===== src/rtl/frame_tick_pkg.sv =====
// Shared types and constants for the frame tick engine.
// Holds the FSM state encoding, the advance-mode encoding and the period floor.
package frame_tick_pkg;

  typedef enum logic [1:0] {
    ST_PAUSED  = 2'd0,
    ST_COUNT   = 2'd1,
    ST_ADVANCE = 2'd2
  } state_t;

  localparam logic MODE_FREE  = 1'b0;
  localparam logic MODE_HOLD  = 1'b1;
  localparam int   MIN_PERIOD = 2;

endpackage


===== src/rtl/frame_period_counter.sv =====
// Frame period counter: a shadow period written by software and an active period used for counting.
// The active period follows the shadow only when a frame starts, so a new period applies to the following frame.
module frame_period_counter
  import frame_tick_pkg::*;
#(
  parameter int CNT_WIDTH      = 21,
  parameter int DEFAULT_PERIOD = 1666667
) (
  input  logic                 clk,
  input  logic                 rst,
  input  logic [CNT_WIDTH-1:0] period_in,
  input  logic                 period_load,
  input  logic                 reload,
  input  logic                 advance,
  output logic [CNT_WIDTH-1:0] counter,
  output logic                 terminal
);

  localparam logic [CNT_WIDTH-1:0] DEFAULT_P = CNT_WIDTH'(DEFAULT_PERIOD);
  localparam logic [CNT_WIDTH-1:0] MIN_P     = CNT_WIDTH'(MIN_PERIOD);

  logic [CNT_WIDTH-1:0] shadow_reg;
  logic [CNT_WIDTH-1:0] period_reg;

  always_ff @(posedge clk) begin
    if (rst) begin
      shadow_reg <= DEFAULT_P;
      period_reg <= DEFAULT_P;
      counter    <= '0;
    end else begin
      if (period_load)
        shadow_reg <= (period_in < MIN_P) ? MIN_P : period_in;
      // reload takes the pre-load shadow value; a coincident load lands one frame later
      if (reload) begin
        period_reg <= shadow_reg;
        counter    <= '0;
      end else if (advance) begin
        counter <= counter + CNT_WIDTH'(1);
      end
    end
  end

  // The advance cycle itself is the last cycle of the frame, hence period-2.
  assign terminal = (counter == period_reg - MIN_P);

endmodule


===== src/rtl/frame_tick_engine.sv =====
// Frame-advance generator: programmable period, free-run or held ticks, pause and single step,
// frame counting and overrun detection for unacknowledged free-run ticks.
module frame_tick_engine
  import frame_tick_pkg::*;
#(
  parameter int CNT_WIDTH      = 21,
  parameter int DEFAULT_PERIOD = 1666667,
  parameter int FRAME_W        = 16,
  parameter int DROP_W         = 8
) (
  input  logic                 clk,
  input  logic                 rst,
  input  logic                 enable,
  input  logic                 mode,
  input  logic [CNT_WIDTH-1:0] period_in,
  input  logic                 period_load,
  input  logic                 ack,
  input  logic                 step,
  input  logic                 clr_status,
  output logic                 tick,
  output logic [FRAME_W-1:0]   frame_count,
  output logic [CNT_WIDTH-1:0] phase,
  output logic                 overrun,
  output logic [DROP_W-1:0]    drop_count
);

  state_t state_reg;
  logic   mode_reg;
  logic   pending_reg;
  logic   terminal;
  logic   enter_adv;
  logic   count_inc;
  logic   free_issue;
  logic   adv_done;
  logic   overrun_evt;

  frame_period_counter #(
    .CNT_WIDTH      (CNT_WIDTH),
    .DEFAULT_PERIOD (DEFAULT_PERIOD)
  ) u_counter (
    .clk         (clk),
    .rst         (rst),
    .period_in   (period_in),
    .period_load (period_load),
    .reload      (enter_adv),
    .advance     (count_inc),
    .counter     (phase),
    .terminal    (terminal)
  );

  always_comb begin
    enter_adv = 1'b0;
    count_inc = 1'b0;
    case (state_reg)
      ST_COUNT: begin
        if (enable) begin
          if (terminal) enter_adv = 1'b1;
          else          count_inc = 1'b1;
        end
      end
      ST_PAUSED: enter_adv = !enable && step;
      default: ;
    endcase
  end

  assign tick        = (state_reg == ST_ADVANCE);
  assign free_issue  = tick && (mode_reg != MODE_HOLD);
  assign adv_done    = tick && ((mode_reg == MODE_FREE) || ack);
  assign overrun_evt = free_issue && pending_reg && !ack;

  always_ff @(posedge clk) begin
    if (rst) begin
      state_reg   <= ST_COUNT;
      mode_reg    <= MODE_FREE;
      pending_reg <= 1'b0;
      frame_count <= '0;
      overrun     <= 1'b0;
      drop_count  <= '0;
    end else begin
      case (state_reg)
        ST_PAUSED: begin
          if (enable)         state_reg <= ST_COUNT;
          else if (enter_adv) state_reg <= ST_ADVANCE;
        end
        ST_COUNT: begin
          if (!enable)        state_reg <= ST_PAUSED;
          else if (enter_adv) state_reg <= ST_ADVANCE;
        end
        ST_ADVANCE: begin
          if (adv_done) state_reg <= enable ? ST_COUNT : ST_PAUSED;
        end
        default: state_reg <= ST_COUNT;
      endcase

      if (enter_adv) mode_reg <= mode;
      if (adv_done)  frame_count <= frame_count + FRAME_W'(1);

      // an ack arriving with the new tick is timely, so the new tick stays pending
      if (free_issue) pending_reg <= 1'b1;
      else if (ack)   pending_reg <= 1'b0;

      if (overrun_evt) begin
        overrun <= 1'b1;
        if (clr_status)           drop_count <= DROP_W'(1);
        else if (drop_count != '1) drop_count <= drop_count + DROP_W'(1);
      end else if (clr_status) begin
        overrun    <= 1'b0;
        drop_count <= '0;
      end
    end
  end

endmodule


===== config.mk =====
export PLATFORM = sky130hd
export DESIGN_NAME = frame_tick_engine
export DESIGN_NICKNAME = d
export VERILOG_FILES = /design/src/rtl/frame_tick_pkg.sv /design/src/rtl/frame_period_counter.sv /design/src/rtl/frame_tick_engine.sv
export SDC_FILE = /design/constraint.sdc
export NUM_CORES = 1
export LEC_CHECK = 0
export ABC_AREA = 1
export CAP_MARGIN = 20
export CORE_MARGIN = 2
export CORE_UTILIZATION = 30
export CTS_CLUSTER_DIAMETER = 150
export CTS_CLUSTER_SIZE = 16
export DETAILED_ROUTE_END_ITERATION = 12
export MAX_ROUTING_LAYER = met4
export PLACE_DENSITY = 0.57
export SLEW_MARGIN = 10
export SYNTH_ARGS = -nofsm -noshare
export SYNTH_HDL_FRONTEND = slang
export SYNTH_SLANG_ARGS = --single-unit

===== constraint.sdc =====
create_clock -name clk -period 2 [get_ports clk]
set_input_delay 0.5 -clock clk [delete_from_list [all_inputs] [get_ports clk]]
set_output_delay 0.5 -clock clk [all_outputs]
set_load 0.02 [all_outputs]

* Word-level counts from Yosys, hierarchy flattened
Cells that the tools add are included.
** Word-level totals
- Register bits after elaboration :: 92
- Input bits :: 29
- Word-level logic and storage cells :: 55
- Output and inout bits :: 47
** Cells by class
- Muxes and demuxes :: 21
- Magnitude comparators :: 1
- Add/sub/neg operators :: 4
- Bitwise logic cells :: 1
- Reductions and logical operators :: 14
- Eq/ne operators :: 5
** Operators with widths (number)
- $mux 8 :: 4
- $add 21x1->21 const B :: 1
- $eq 21x21->1 :: 1
- $lt 21x2->1 const B :: 1
- $mux 21 :: 1
- $sub 21x2->21 const B :: 1
- $add 16x1->16 const B :: 1
- $mux 1 :: 10
- $add 8x1->8 const B :: 1
- $mux 2 :: 4
- $ne 8x8->1 const B :: 1
- $pmux 2 s3 :: 1
- $reduce_bool 2->1 :: 3
- $logic_and 1x1->1 :: 5
- $eq 2x1->1 const B :: 1
- $eq 2x2->1 const B :: 1
- $logic_not 1->1 :: 2
- $logic_not 2->1 :: 1
- $ne 2x1->1 const B :: 1
- $pmux 1 s2 :: 1
- $reduce_and 2->1 :: 1
- $reduce_or 2->1 :: 1
- $logic_or 1x1->1 :: 1
- $not 1->1 :: 1

* Depth between registers and ports, before layout
Gate-level depths: netlist of the first run.
- Word-level depth :: 8
- Gate-level depth with buffers :: 17

* Cells and area by module
From an unflattened synthesis of the first run, not the netlist that was laid out.
** Unflattened totals
- Cells, all modules :: 740
- Area total of the unflattened synthesis :: 4847.1 um2
** By module, submodules not included
- frame_period_counter :: times used 1, cells an instance 504, sequential area each 1261.2 um2, area an instance 3314.4 um2
- frame_tick_engine :: times used 1, cells an instance 236, sequential area each 580.6 um2, area an instance 1532.7 um2

* Worst setup path after synthesis of the first run
No wires, ideal clock.
- Kind :: register -> register
- Start point :: reg u_counter.period_reg[1]
- End point :: reg u_counter.period_reg[12]
- Required time :: 1.885 ns
- Arrival time :: 1.911 ns
- Library setup time :: 0.115 ns
- Clock period less this slack :: 2.026 ns
- Setup slack :: -0.026 ns
- Stages on the path, launching flop included :: 15
- Cell sequence :: dfxtp_1 > inv_1 > ha_1 > nand3_4 > nor2_4 > nand2_2 > o21bai_1 > nand2_1 > nor2_1 > nand2_1 > nor2_4 > nand3_4 > buf_2 > a21oi_1 > nor2_1
** Between the ends
- Word-level cells in the longest chain between the ends :: 5
** RTL lines
- start: declaration :: RTL line frame_period_counter.sv:23 : logic [CNT_WIDTH-1:0] period_reg;
- start signal: assignment :: RTL line frame_period_counter.sv:35 : period_reg <= shadow_reg;
- $sub 21x2->21 :: RTL line frame_period_counter.sv:44 : assign terminal = (counter == period_reg - MIN_P);
- $eq 21x21->1 :: RTL line frame_period_counter.sv:44
- $mux 1 :: RTL line frame_tick_engine.sv:57 : if (terminal) enter_adv = 1'b1;
- $mux 1 :: RTL line frame_tick_engine.sv:56 : if (enable) begin
- $pmux 1 s2 :: RTL line frame_tick_engine.sv:54 : case (state_reg)
No other way between the ends.
A chain may end at the register's enable or synchronous reset.

* Final worst setup path of the first run
- Start point :: reg u_counter.period_reg[1]
- End point :: reg u_counter.period_reg[2]
Same word-level chain as after synthesis.

==> flow_metrics.py, run 1 <==
metrics = {
    "outcome": {
        "status": "complete, but fails checks",
        "violations": "negative setup slack",
    },
    "drt": {
        "drt-total-wl_mm": 14.2,
        "wire_per_inst_um": 12.8,
        "vias": 5104,
        "drt_iter0_drc": 316,
        "ant_nets": 0,
        "drtPass1Iterations": 4,
        "drc_errors": 0,
        "vias_per_cell": 4.62,
    },
    "logic_synthesis": {
        "yosys_warnings": 0,
        "yosys.cell_types.count": 35,
        "synth_top_family_by_area": "simple AND/OR/NAND/NOR gates",
        "synthTopCellsByCount": "nand2_1 (186), nand3_1 (96), dfxtp_1 (92)",
        "synth_simple_gate_area_share_pct": 38.6,
        "syn_area_per_cell_um2": 6.65,
        "synth_compound_area_share_pct": 8.68,
        "synth.most_common_cell": "nand2_1",
        "syn_inst": 752,
        "synth_adder_area_share_pct": 1.00,
        "synth_top_flop_cell": "dfxtp_1",
        "synth_edf_count": 0,
        "synthMuxAreaShare_pct": 0,
        "ys_seq_area_share_pct": 36.8,
        "synth-xor-area-share_pct": 6.13,
        "synth_top_cell_by_area": "dfxtp_1",
        "yosys.area.top_type_share_pct": 36.8,
        "synth.area.top_cells": "dfxtp_1 (37%), nand2_1 (14%), nand3_1 (9.6%), nor2_1 (6.1%), inv_1 (5.6%)",
        "synthArstFlopShare_pct": 0,
        "syn_nets": 785,
        "ys_seq_elements": 92,
        "mappedNetlistArea_um2": 5000,
    },
    "sta": {
        "maxSlewHeadroom_pct": 59.3,
        "holdWs_ns": 0.463,
        "worstMarginPinSlew_ns": 0.610,
        "hold_viol": 0,
        "post-route-min-period_ns": 2.15,
        "setup_tns_ns": -4.76,
        "finalMaxSlewViolations": 0,
        "fin_crit_sh_pct": 107,
        "setup-violations-final": 45,
        "layout_setup_ws_ns": -0.146,
        "rsz0062_at_grt": "true",
        "fmax_mhz": 466,
        "skew_ns": 0.00491,
    },
    "setup_path": {
        "worstSetupEndpointType": "flop",
        "path_cells": "inv_2 -> ha_4 -> nand3_4 -> nor2_4 -> nand3_2 -> nand2_1 -> inv_1 -> nor2_2 -> nand3_2 -> nor2_4 -> nand3_4 -> buf_6 -> a21oi_1 -> nor2_1",
        "startpoint_type": "flop",
        "max_stage_delay_ns": 0.32,
        "cp_slowest_cell": "dfxtp_2",
        "crit-reg2reg-launch": "u_counter.period_reg[1]$_SDFFE_PP1P_",
        "crit_start": "u_counter.period_reg[1]$_SDFFE_PP1P_",
        "crit_arrival_ns": 2.39,
        "critPathMaxFanout": 8,
        "crit_type": "reg -> reg",
        "required_ns": 2.24,
    },
    "cts": {
        "cts-root-buf": "clkbuf_16",
        "clock_path_buffers": 2,
        "cts.clk_slew.worst_paths_ns": 0.06,
        "clock-sinks": 92,
        "cts_buffers": 9,
        "h-tree-depth": 3,
        "cts_tree": "done",
        "ctsHoldBuffers": 0,
        "clk_latency_ns": 0.35,
    },
    "floorplanning": {
        "ioPinCount": 76,
        "start_util_pct": 30.4,
        "rows": 47,
        "die_width_um": 133,
        "core-area_um2": 16500,
        "die_y_um": 133,
        "fp.dieArea_um2": 17700,
    },
    "run": {
        "drv_cap": 0,
    },
    "layout": {
        "layout.nets": 913,
        "diodes": 0,
        "fin_cells": 1105,
        "syn_to_final_growth_pct": 38.6,
        "drive_above_1_share_pct": 16.2,
        "fin_area_um2": 6930,
        "utilization_pct": 42.1,
    },
    "place": {
        "hpwl_mm": 10.6,
        "placed_area_um2": 6450,
        "dpl.cell_count": 1085,
        "place.gp.congestion": 0.859,
        "pre_cts_slack_ns": -0.173,
        "port_buffers": 75,
    },
    "global_routing": {
        "track_usage_pct": 17.0,
        "grt_pass1_vias": 4839,
        "antenna_found_initial": 0,
        "grt_max_degree": 55,
        "grt_pass1_wl_mm": 23.5,
        "grt_overflow": 0,
    },
    "pwr": {
        "finalPower_mw": 4.06,
        "vdd_drop_max_uv": 492,
        "p_leak_nw": 3.12,
        "powerDensity_nw_per_um2": 585,
    },
    "hold_path": {
        "min_from": "u_counter.shadow_reg[6]$_SDFFE_PP1P_",
        "hold_class": "reg -> reg",
    },
}
-- repair_timing --
item                                    4_1_cts  5_1_grt
endpoints found under the setup margin       63       52
cloned                                        2        2
pin swaps                                     0        5
gates resized for setup                      32       32
setup buffers                                 0        0
-- layout make-up --
| cell class | count | area (um2) |
|---|---|---|
| Fill cell | 1755 | 9530 |
| Multi-Input combinational cell | 549 | 2850 |
| Sequential cell | 92 | 1840 |
| Timing Repair Buffer | 150 | 1380 |
| Inverter | 78 | 293 |
| Tap cell | 220 | 275 |
| Clock buffer | 12 | 256 |
| Clock inverter | 4 | 31.3 |
-- placed cells by master (no fill, tap or decap), types with 4 or more instances in the layout --
master / n
nor2_2: 8
inv_1: 73
inv_2: 5
dfxtp_1: 90
nand3_1: 83
nand3b_1: 5
nand2_2: 5
nand3_2: 13
nand2_1: 185
nor2_4: 4
xnor2_1: 13
nor4_1: 9
nor2_1: 78
xor2_1: 22
buf_6: 7
nor3b_1: 4
clkdlybuf4s50_1: 54
o21ai_0: 22
dlygate4sd2_1: 17
a21oi_1: 39
a21oi_2: 8
buf_4: 63
dlymetal6s2s_1: 4
clkbuf_16: 10
nor3_1: 14
nand4_1: 13
-- kinds of logic after synthesis --
| kind of cell | after synthesis |
|---|---|
| AOI/OAI and AO/OA | 82 |
| xor gates and xnor gates | 35 |
| adders and majority gates | 4 |
| buffers and inverters | 111 |
| DFF | 92 |
| and+or+nand+nor | 428 |
-- critical path, delay by kind of cell (launching register included) --
kind	cells	cell delay, ns
buffers and inverters	3	0.32
AOI/OAI and AO/OA	1	0.14
DFF	1	0.32
adders and majority gates	1	0.16
and+or+nand+nor	9	1.10
-- per-layer routing --
metal / GRT usage [%] / share of wire [%] / wire length [um]
met5: - / 0 / 0
met3: 3.50 / 4.4 / 626
met2: 25.9 / 44 / 6240
met4: 4.96 / 1.2 / 170
met1: 22.9 / 50 / 7150
-- final timing paths --
kind | end | slack [ns] | depth (start not counted)
setup / recovery | u_counter.period_reg[2]$_SDFFE_PP0P_ | -0.15 | 14
hold / removal | u_counter.shadow_reg[6]$_SDFFE_PP1P_ | 0.46 | 2
setup reg to reg | u_counter.period_reg[2]$_SDFFE_PP0P_ | -0.15 | 14
hold reg to reg | u_counter.shadow_reg[6]$_SDFFE_PP1P_ | 0.46 | 2
-- power by group --
group / switching [mW] / total (mW) / internal [mW] / leakage (nW)
sequential: 0.0517 / 1.94 / 1.89 / 0.749
clock: 0.759 / 1.68 / 0.916 / 0.131
combinational: 0.232 / 0.444 / 0.212 / 2.24
(Power assumes the default switching activity.)
==> inputs of run 2 (changes only) <==
CELL_PAD_IN_SITES_DETAIL_PLACEMENT = 0   (was not set)
CELL_PAD_IN_SITES_GLOBAL_PLACEMENT = 1   (was not set)
CORE_UTILIZATION = 35   (was 30)
PLACE_DENSITY = 0.83   (was 0.57)
==> run 2 against run 1 <==
Global-route usage is 3.1 points higher. Highest routed layer unchanged. Total power is 5.4% higher. Non-clock buffer count is 14 higher. Worst setup slack worse by 0.034 ns. Via count is 3.4% higher. Critical path depth is 1 higher. The run still ends with negative setup slack left. Count of clock-buffer cells in the layout is 2 lower. Maximum frequency is 1.5% lower. Hold slack worse by 0.0064 ns. Sequential share of layout area is 1.3 points lower. Largest power group unchanged.
==> flow_metrics.py, run 2 (same netlist as run 1, synthesis figures left out) <==
metrics = {
    "pwr": {
        "comb_power_share_pct": 11.7,
        "clkPwrFrac_pct": 43.0,
        "intPower_mw": 3.23,
        "p_leak_nw": 3.35,
        "share_seq_of_total_power_pct": 45.3,
        "vdd_drop_max_uv": 889,
        "swShare_pct": 24.5,
        "finalPower_mw": 4.28,
        "p_switching_mw": 1.05,
        "powerDensity_nw_per_um2": 586,
    },
    "setup_path": {
        "r2r-end": "u_counter.period_reg[18]$_SDFFE_PP0P_",
        "required_ns": 2.24,
        "startpoint_type": "flop",
        "path_depth": 15,
        "critPathMaxFanout": 8,
        "path_buf_inv": 3,
        "crit_start": "u_counter.period_reg[2]$_SDFFE_PP0P_",
        "max_stage_delay_ns": 0.32,
        "crit_family": "simple AND/OR/NAND/NOR gates",
        "worstSetupEndpointType": "flop",
        "cp_slowest_cell": "dfxtp_2",
        "worst-r2r-setup-slack_ns": -0.18,
        "r2r_cells": 15,
        "crit_arrival_ns": 2.42,
        "crit-reg2reg-launch": "u_counter.period_reg[2]$_SDFFE_PP0P_",
        "crit_type": "reg -> reg",
        "worstSetupEndpoint": "u_counter.period_reg[18]$_SDFFE_PP0P_",
        "path_cells": "inv_2 -> ha_4 -> nand3_4 -> nor2_4 -> nand2_2 -> o21bai_1 -> nand2_1 -> nor2_1 -> nand2_1 -> nor2_4 -> nand3_4 -> buf_6 -> buf_6 -> a21oi_2 -> nor2_1",
    },
    "sta": {
        "layout_setup_ws_ns": -0.180,
        "skew_ns": 0.00599,
        "maxSlewHeadroom_pct": 60.5,
        "setup-violations-final": 45,
        "finalMaxSlewViolations": 0,
        "fin_crit_sh_pct": 109,
        "worstMarginPinSlew_ns": 0.593,
        "rsz0062_at_grt": "true",
        "holdWs_ns": 0.457,
        "hold_viol": 0,
        "post-route-min-period_ns": 2.18,
        "fmax_mhz": 459,
    },
    "hold_path": {
        "hold_class": "reg -> reg",
    },
    "layout": {
        "final_common_cell": "nand2_1",
        "layout.nets": 929,
        "drive_above_1_share_pct": 21.6,
        "final_cell_mix": "nand2_1 (174), dfxtp_1 (88), nand3_1 (79)",
        "utilization_pct": 52.4,
        "syn_to_final_growth_pct": 46.0,
        "diodes": 0,
    },
    "place": {
        "place.gp.congestion": 0.897,
        "pre_cts_slack_ns": -0.213,
        "port_buffers": 75,
        "hpwl_mm": 9.87,
    },
    "floorplanning": {
        "core-area_um2": 13900,
        "start_util_pct": 35.9,
        "rows": 43,
        "fp.dieArea_um2": 15300,
        "die_width_um": 124,
        "die_y_um": 124,
        "ioPinCount": 76,
    },
    "global_routing": {
        "antenna_found_initial": 0,
        "use_met3_pct": 4.57,
        "met1_usage_pct": 27.0,
        "met2_usage_pct": 30.9,
        "busiest_layer": "met2",
        "track_usage_pct": 20.1,
        "grt_overflow": 0,
        "grt_max_degree": 54,
        "grt_pass1_wl_mm": 23.2,
        "grt_pass1_vias": 4714,
    },
    "drt": {
        "drt_iter0_drc": 293,
        "vias_per_cell": 4.88,
        "drt-total-wl_mm": 14.3,
        "ant_nets": 0,
        "drtPass1Iterations": 5,
        "vias": 5275,
        "wire_per_inst_um": 13.2,
        "drc_errors": 0,
    },
    "cts": {
        "cts_tree": "done",
        "cts_buffers": 9,
        "cts-root-buf": "clkbuf_16",
        "cts.clk_slew.worst_paths_ns": 0.07,
        "ctsHoldBuffers": 0,
        "h-tree-depth": 3,
        "clock_path_buffers": 2,
        "clk_latency_ns": 0.35,
        "clock-sinks": 92,
    },
    "outcome": {
        "status": "complete, but fails checks",
        "violations": "negative setup slack",
    },
    "run": {
        "drv_cap": 0,
    },
}
[run 2: changes by cell type in the layout (fill, tap and decap cells not counted), moves of 4 or more]
cell	before	now
nand2_2	5	13
nand2_1	185	174
buf_4	63	70
a21oi_1	39	24
a21oi_2	8	23
nand3_1	83	79
[run 2: per-stage QoR]
stage	TNS [ns]	instance area, um2	cells
detailed placement	-8.24	6420	1045
CTS	-6.59	7180	1078
finish	-6.34	7300	1080
global placement	-5.68	6420	1045
global route	-12.17	7300	1080
floorplan	0	5010	752
[run 2: final cells by class]
| type | count | area [um2] |
|---|---|---|
| Fill cell | 1392 | 6630 |
| Multi-Input combinational cell | 551 | 3050 |
| Sequential cell | 92 | 1850 |
| Timing Repair Buffer | 164 | 1580 |
| Inverter | 78 | 293 |
| Clock buffer | 10 | 229 |
| Tap cell | 180 | 225 |
| Clock inverter | 5 | 85.1 |
[run 2: power by group through the flow]
stage               logic, mW  registers, mW  clock network, mW
floorplan               0.225           1.97                  0
global placement        0.417           1.97                  0
detailed placement      0.417           1.97                  0
CTS                     0.495           1.94               1.88
global route            0.549           1.94               1.95
finish                  0.498           1.94               1.84
[run 2: metal layers]
layer	wire (um)	vias to the layer above
li1	-	2730
met1	6960	2412
met2	6420	122
met3	712	11
met4	169	0
met5	0	-
[run 2: tightest hold or removal path, cell delays in order (launching register included)]
cell     delay, ns
dfxtp_1       0.31
nand2_1       0.06
nand3_1       0.05
[run 2: worst min path at each step]
stage	depth (start not counted)	slack (ns)	from	endpoint
2_1_floorplan	2	0.43	u_counter.shadow_reg[0]$_SDFFE_PP1P_	u_counter.period_reg[0]$_SDFFE_PP1P_
5_1_grt	2	0.48	u_counter.shadow_reg[13]$_SDFFE_PP1P_	u_counter.shadow_reg[13]$_SDFFE_PP1P_
4_1_cts	2	0.46	u_counter.shadow_reg[13]$_SDFFE_PP1P_	u_counter.shadow_reg[13]$_SDFFE_PP1P_
3_3_place_gp	2	0.44	u_counter.shadow_reg[6]$_SDFFE_PP1P_	u_counter.period_reg[6]$_SDFFE_PP1P_
3_5_place_dp	2	0.44	u_counter.shadow_reg[13]$_SDFFE_PP1P_	u_counter.shadow_reg[13]$_SDFFE_PP1P_
6_report	2	0.46	u_counter.shadow_reg[6]$_SDFFE_PP1P_	u_counter.period_reg[6]$_SDFFE_PP1P_
[run 2: timing repair]
item	in CTS	in global routing
setup endpoints to repair	59	58
buffers inserted	13	4
gates resized for setup	79	41
hold endpoints to repair	0	0
gates cloned	5	0
pin swaps	20	13
==> inputs of run 3 (changes only) <==
CTS_BUF_LIST = sky130_fd_sc_hd__clkbuf_8   (was not set)
SLEW_MARGIN = not set   (was 10)
==> run 3 against run 2 <==
The flow still finishes with violations (negative setup slack). Via count is 1.2% lower. Register-to-register slack worse by 0.04 ns. Maximum frequency is 1.9% lower. Global-route usage is 0.78 points lower. Wire length is 2.2% lower. Sequential cell count stayed put. Critical endpoint is now u_counter.counter[1]$_SDFFE_PP0P_. Highest routed layer unchanged.
==> flow_metrics.py, run 3 (same netlist as run 1, synthesis figures left out) <==
metrics = {
    "outcome": {
        "status": "complete, but fails checks",
        "violations": "negative setup slack",
    },
    "sta": {
        "layout_setup_ws_ns": -0.221,
        "setup-violations-final": 45,
        "skew_ns": 0.00964,
        "worstMarginPinSlew_ns": 0.593,
        "hold_viol": 0,
        "fmax_mhz": 450,
        "post-route-min-period_ns": 2.22,
        "holdWs_ns": 0.461,
        "rsz0062_at_grt": "true",
        "setup_tns_ns": -7.65,
        "finalMaxSlewViolations": 0,
        "fin_crit_sh_pct": 111,
        "maxSlewHeadroom_pct": 60.4,
    },
    "global_routing": {
        "antenna_found_initial": 0,
        "track_usage_pct": 19.3,
        "grt_overflow": 0,
        "grt_pass1_wl_mm": 22.4,
        "grt_max_degree": 54,
        "grt_pass1_vias": 4586,
    },
    "drt": {
        "vias": 5213,
        "vias_per_cell": 4.87,
        "drtPass1Iterations": 5,
        "drt_iter0_drc": 315,
        "drt-total-wl_mm": 13.9,
        "wire_per_inst_um": 13.0,
        "drc_errors": 0,
        "ant_nets": 0,
    },
    "setup_path": {
        "crit_family": "simple AND/OR/NAND/NOR gates",
        "cp_slowest_cell": "dfxtp_2",
        "max_stage_delay_ns": 0.33,
        "required_ns": 2.27,
        "startpoint_type": "flop",
        "worstSetupEndpointType": "flop",
        "crit_arrival_ns": 2.49,
        "crit_type": "reg -> reg",
        "critPathMaxFanout": 10,
        "cp_common_cell": "nand3_4",
        "path_cells": "inv_2 -> ha_4 -> nand3_4 -> nor2_4 -> nand2_2 -> o21bai_1 -> nand2_1 -> nor2_1 -> nand2_1 -> nor2_4 -> buf_6 -> nand3_4 -> nand3_4 -> clkbuf_16 -> a21oi_1",
        "path_buf_inv": 3,
    },
    "pwr": {
        "powerDensity_nw_per_um2": 540,
        "vdd_drop_max_uv": 750,
        "intPower_mw": 2.83,
        "share_seq_of_total_power_pct": 50.8,
        "p_switching_uw": 982,
        "p_leak_nw": 3.26,
        "clkPwrFrac_pct": 36.4,
        "comb_power_share_pct": 12.8,
        "swShare_pct": 25.8,
    },
    "place": {
        "placed_area_um2": 6420,
        "dpl.cell_count": 1045,
        "place.gp.congestion": 0.897,
        "port_buffers": 75,
        "hpwl_mm": 9.87,
    },
    "floorplanning": {
        "die_y_um": 124,
        "die_width_um": 124,
        "ioPinCount": 76,
        "core-area_um2": 13900,
        "start_util_pct": 35.9,
        "fp.dieArea_um2": 15300,
        "rows": 43,
    },
    "cts": {
        "clock-sinks": 92,
        "cts.clk_slew.worst_paths_ns": 0.09,
        "h-tree-depth": 3,
        "cts_tree": "done",
        "ctsHoldBuffers": 0,
        "clock_path_buffers": 2,
        "clk_latency_ns": 0.38,
        "cts-root-buf": "clkbuf_8",
        "cts_buffers": 9,
    },
    "run": {
        "drv_cap": 0,
    },
    "layout": {
        "final_cell_mix": "nand2_1 (184), dfxtp_1 (91), nor2_1 (79)",
        "fillers": 1440,
        "drive_above_1_share_pct": 18.6,
        "final_common_cell": "nand2_1",
        "diodes": 0,
        "fin_area_um2": 7050,
        "syn_to_final_growth_pct": 41.0,
        "layout.nets": 920,
        "utilization_pct": 50.6,
        "fin_cells": 1071,
    },
    "hold_path": {
        "hold_class": "reg -> reg",
    },
}
run 3: changes by cell type in the layout (fill, tap and decap cells not counted), moves of 6 or more:
cell           delta
clkbuf_16         -7
nand3_1           -6
a21oi_2           -7
nand2_1          +10
dlygate4sd2_1     +6
a21oi_1           +6
nand2_2           -7
clkbuf_8          +9
run 3: repair_timing:
item                       in CTS  in global routing
buffers inserted                5                  1
resized for setup              65                 27
pin swaps                      16                  5
cloned                          3                  2
setup endpoints to repair      65                 54
run 3: power groups by stage:
stage               combinational (mW)  sequential, mW  clock [mW]
finish                           0.488            1.94        1.39
global route                     0.538            1.94        1.50
CTS                              0.454            1.93        1.43
detailed placement               0.417            1.97           0
global placement                 0.417            1.97           0
floorplan                        0.225            1.97           0
run 3: tightest hold or removal path, stage by stage (launching register included):
cell and delay (ns):
dfxtp_1 0.34, nand2_1 0.05, nand3_1 0.05
run 3: worst paths after layout:
| path | start | end | cells after the start | slack (ns) |
|---|---|---|---|---|
| setup / recovery | u_counter.period_reg[1]$_SDFFE_PP1P_ | u_counter.counter[1]$_SDFFE_PP0P_ | 15 | -0.22 |
| hold / removal | u_counter.shadow_reg[6]$_SDFFE_PP1P_ | u_counter.period_reg[6]$_SDFFE_PP1P_ | 2 | 0.46 |
| setup reg to reg | u_counter.period_reg[1]$_SDFFE_PP1P_ | u_counter.counter[1]$_SDFFE_PP0P_ | 15 | -0.22 |
| hold reg to reg | u_counter.shadow_reg[6]$_SDFFE_PP1P_ | u_counter.period_reg[6]$_SDFFE_PP1P_ | 2 | 0.46 |
run 3: final cells by class:
type | count | area [um2] | area share (%)
Clock buffer | 9 | 124 | 1.76
Multi-Input combinational cell | 550 | 2980 | 42.3
Clock inverter | 6 | 88.8 | 1.26
Inverter | 78 | 293 | 4.15
Sequential cell | 92 | 1840 | 26.1
Tap cell | 180 | 225 | 3.19
Timing Repair Buffer | 156 | 1500 | 21.2
run 3: through the flow:
| stage | setup WS (ns) | total power, mW |
|---|---|---|
| finish | -0.221 | 3.81 |
| global route | -0.364 | 3.98 |
| CTS | -0.152 | 3.82 |
| global placement | -0.178 | 2.39 |
| floorplan | 0.0121 | 2.19 |
| detailed placement | -0.213 | 2.39 |
run 3: layer usage:
metal / GRT usage, % / vias to the layer above / wire, um
met5: - / - / 0
met4: 4.05 / 0 / 165
met3: 4.15 / 12 / 670
met2: 29.3 / 120 / 6220
met1: 26.4 / 2366 / 6880
li1: - / 2715 / -
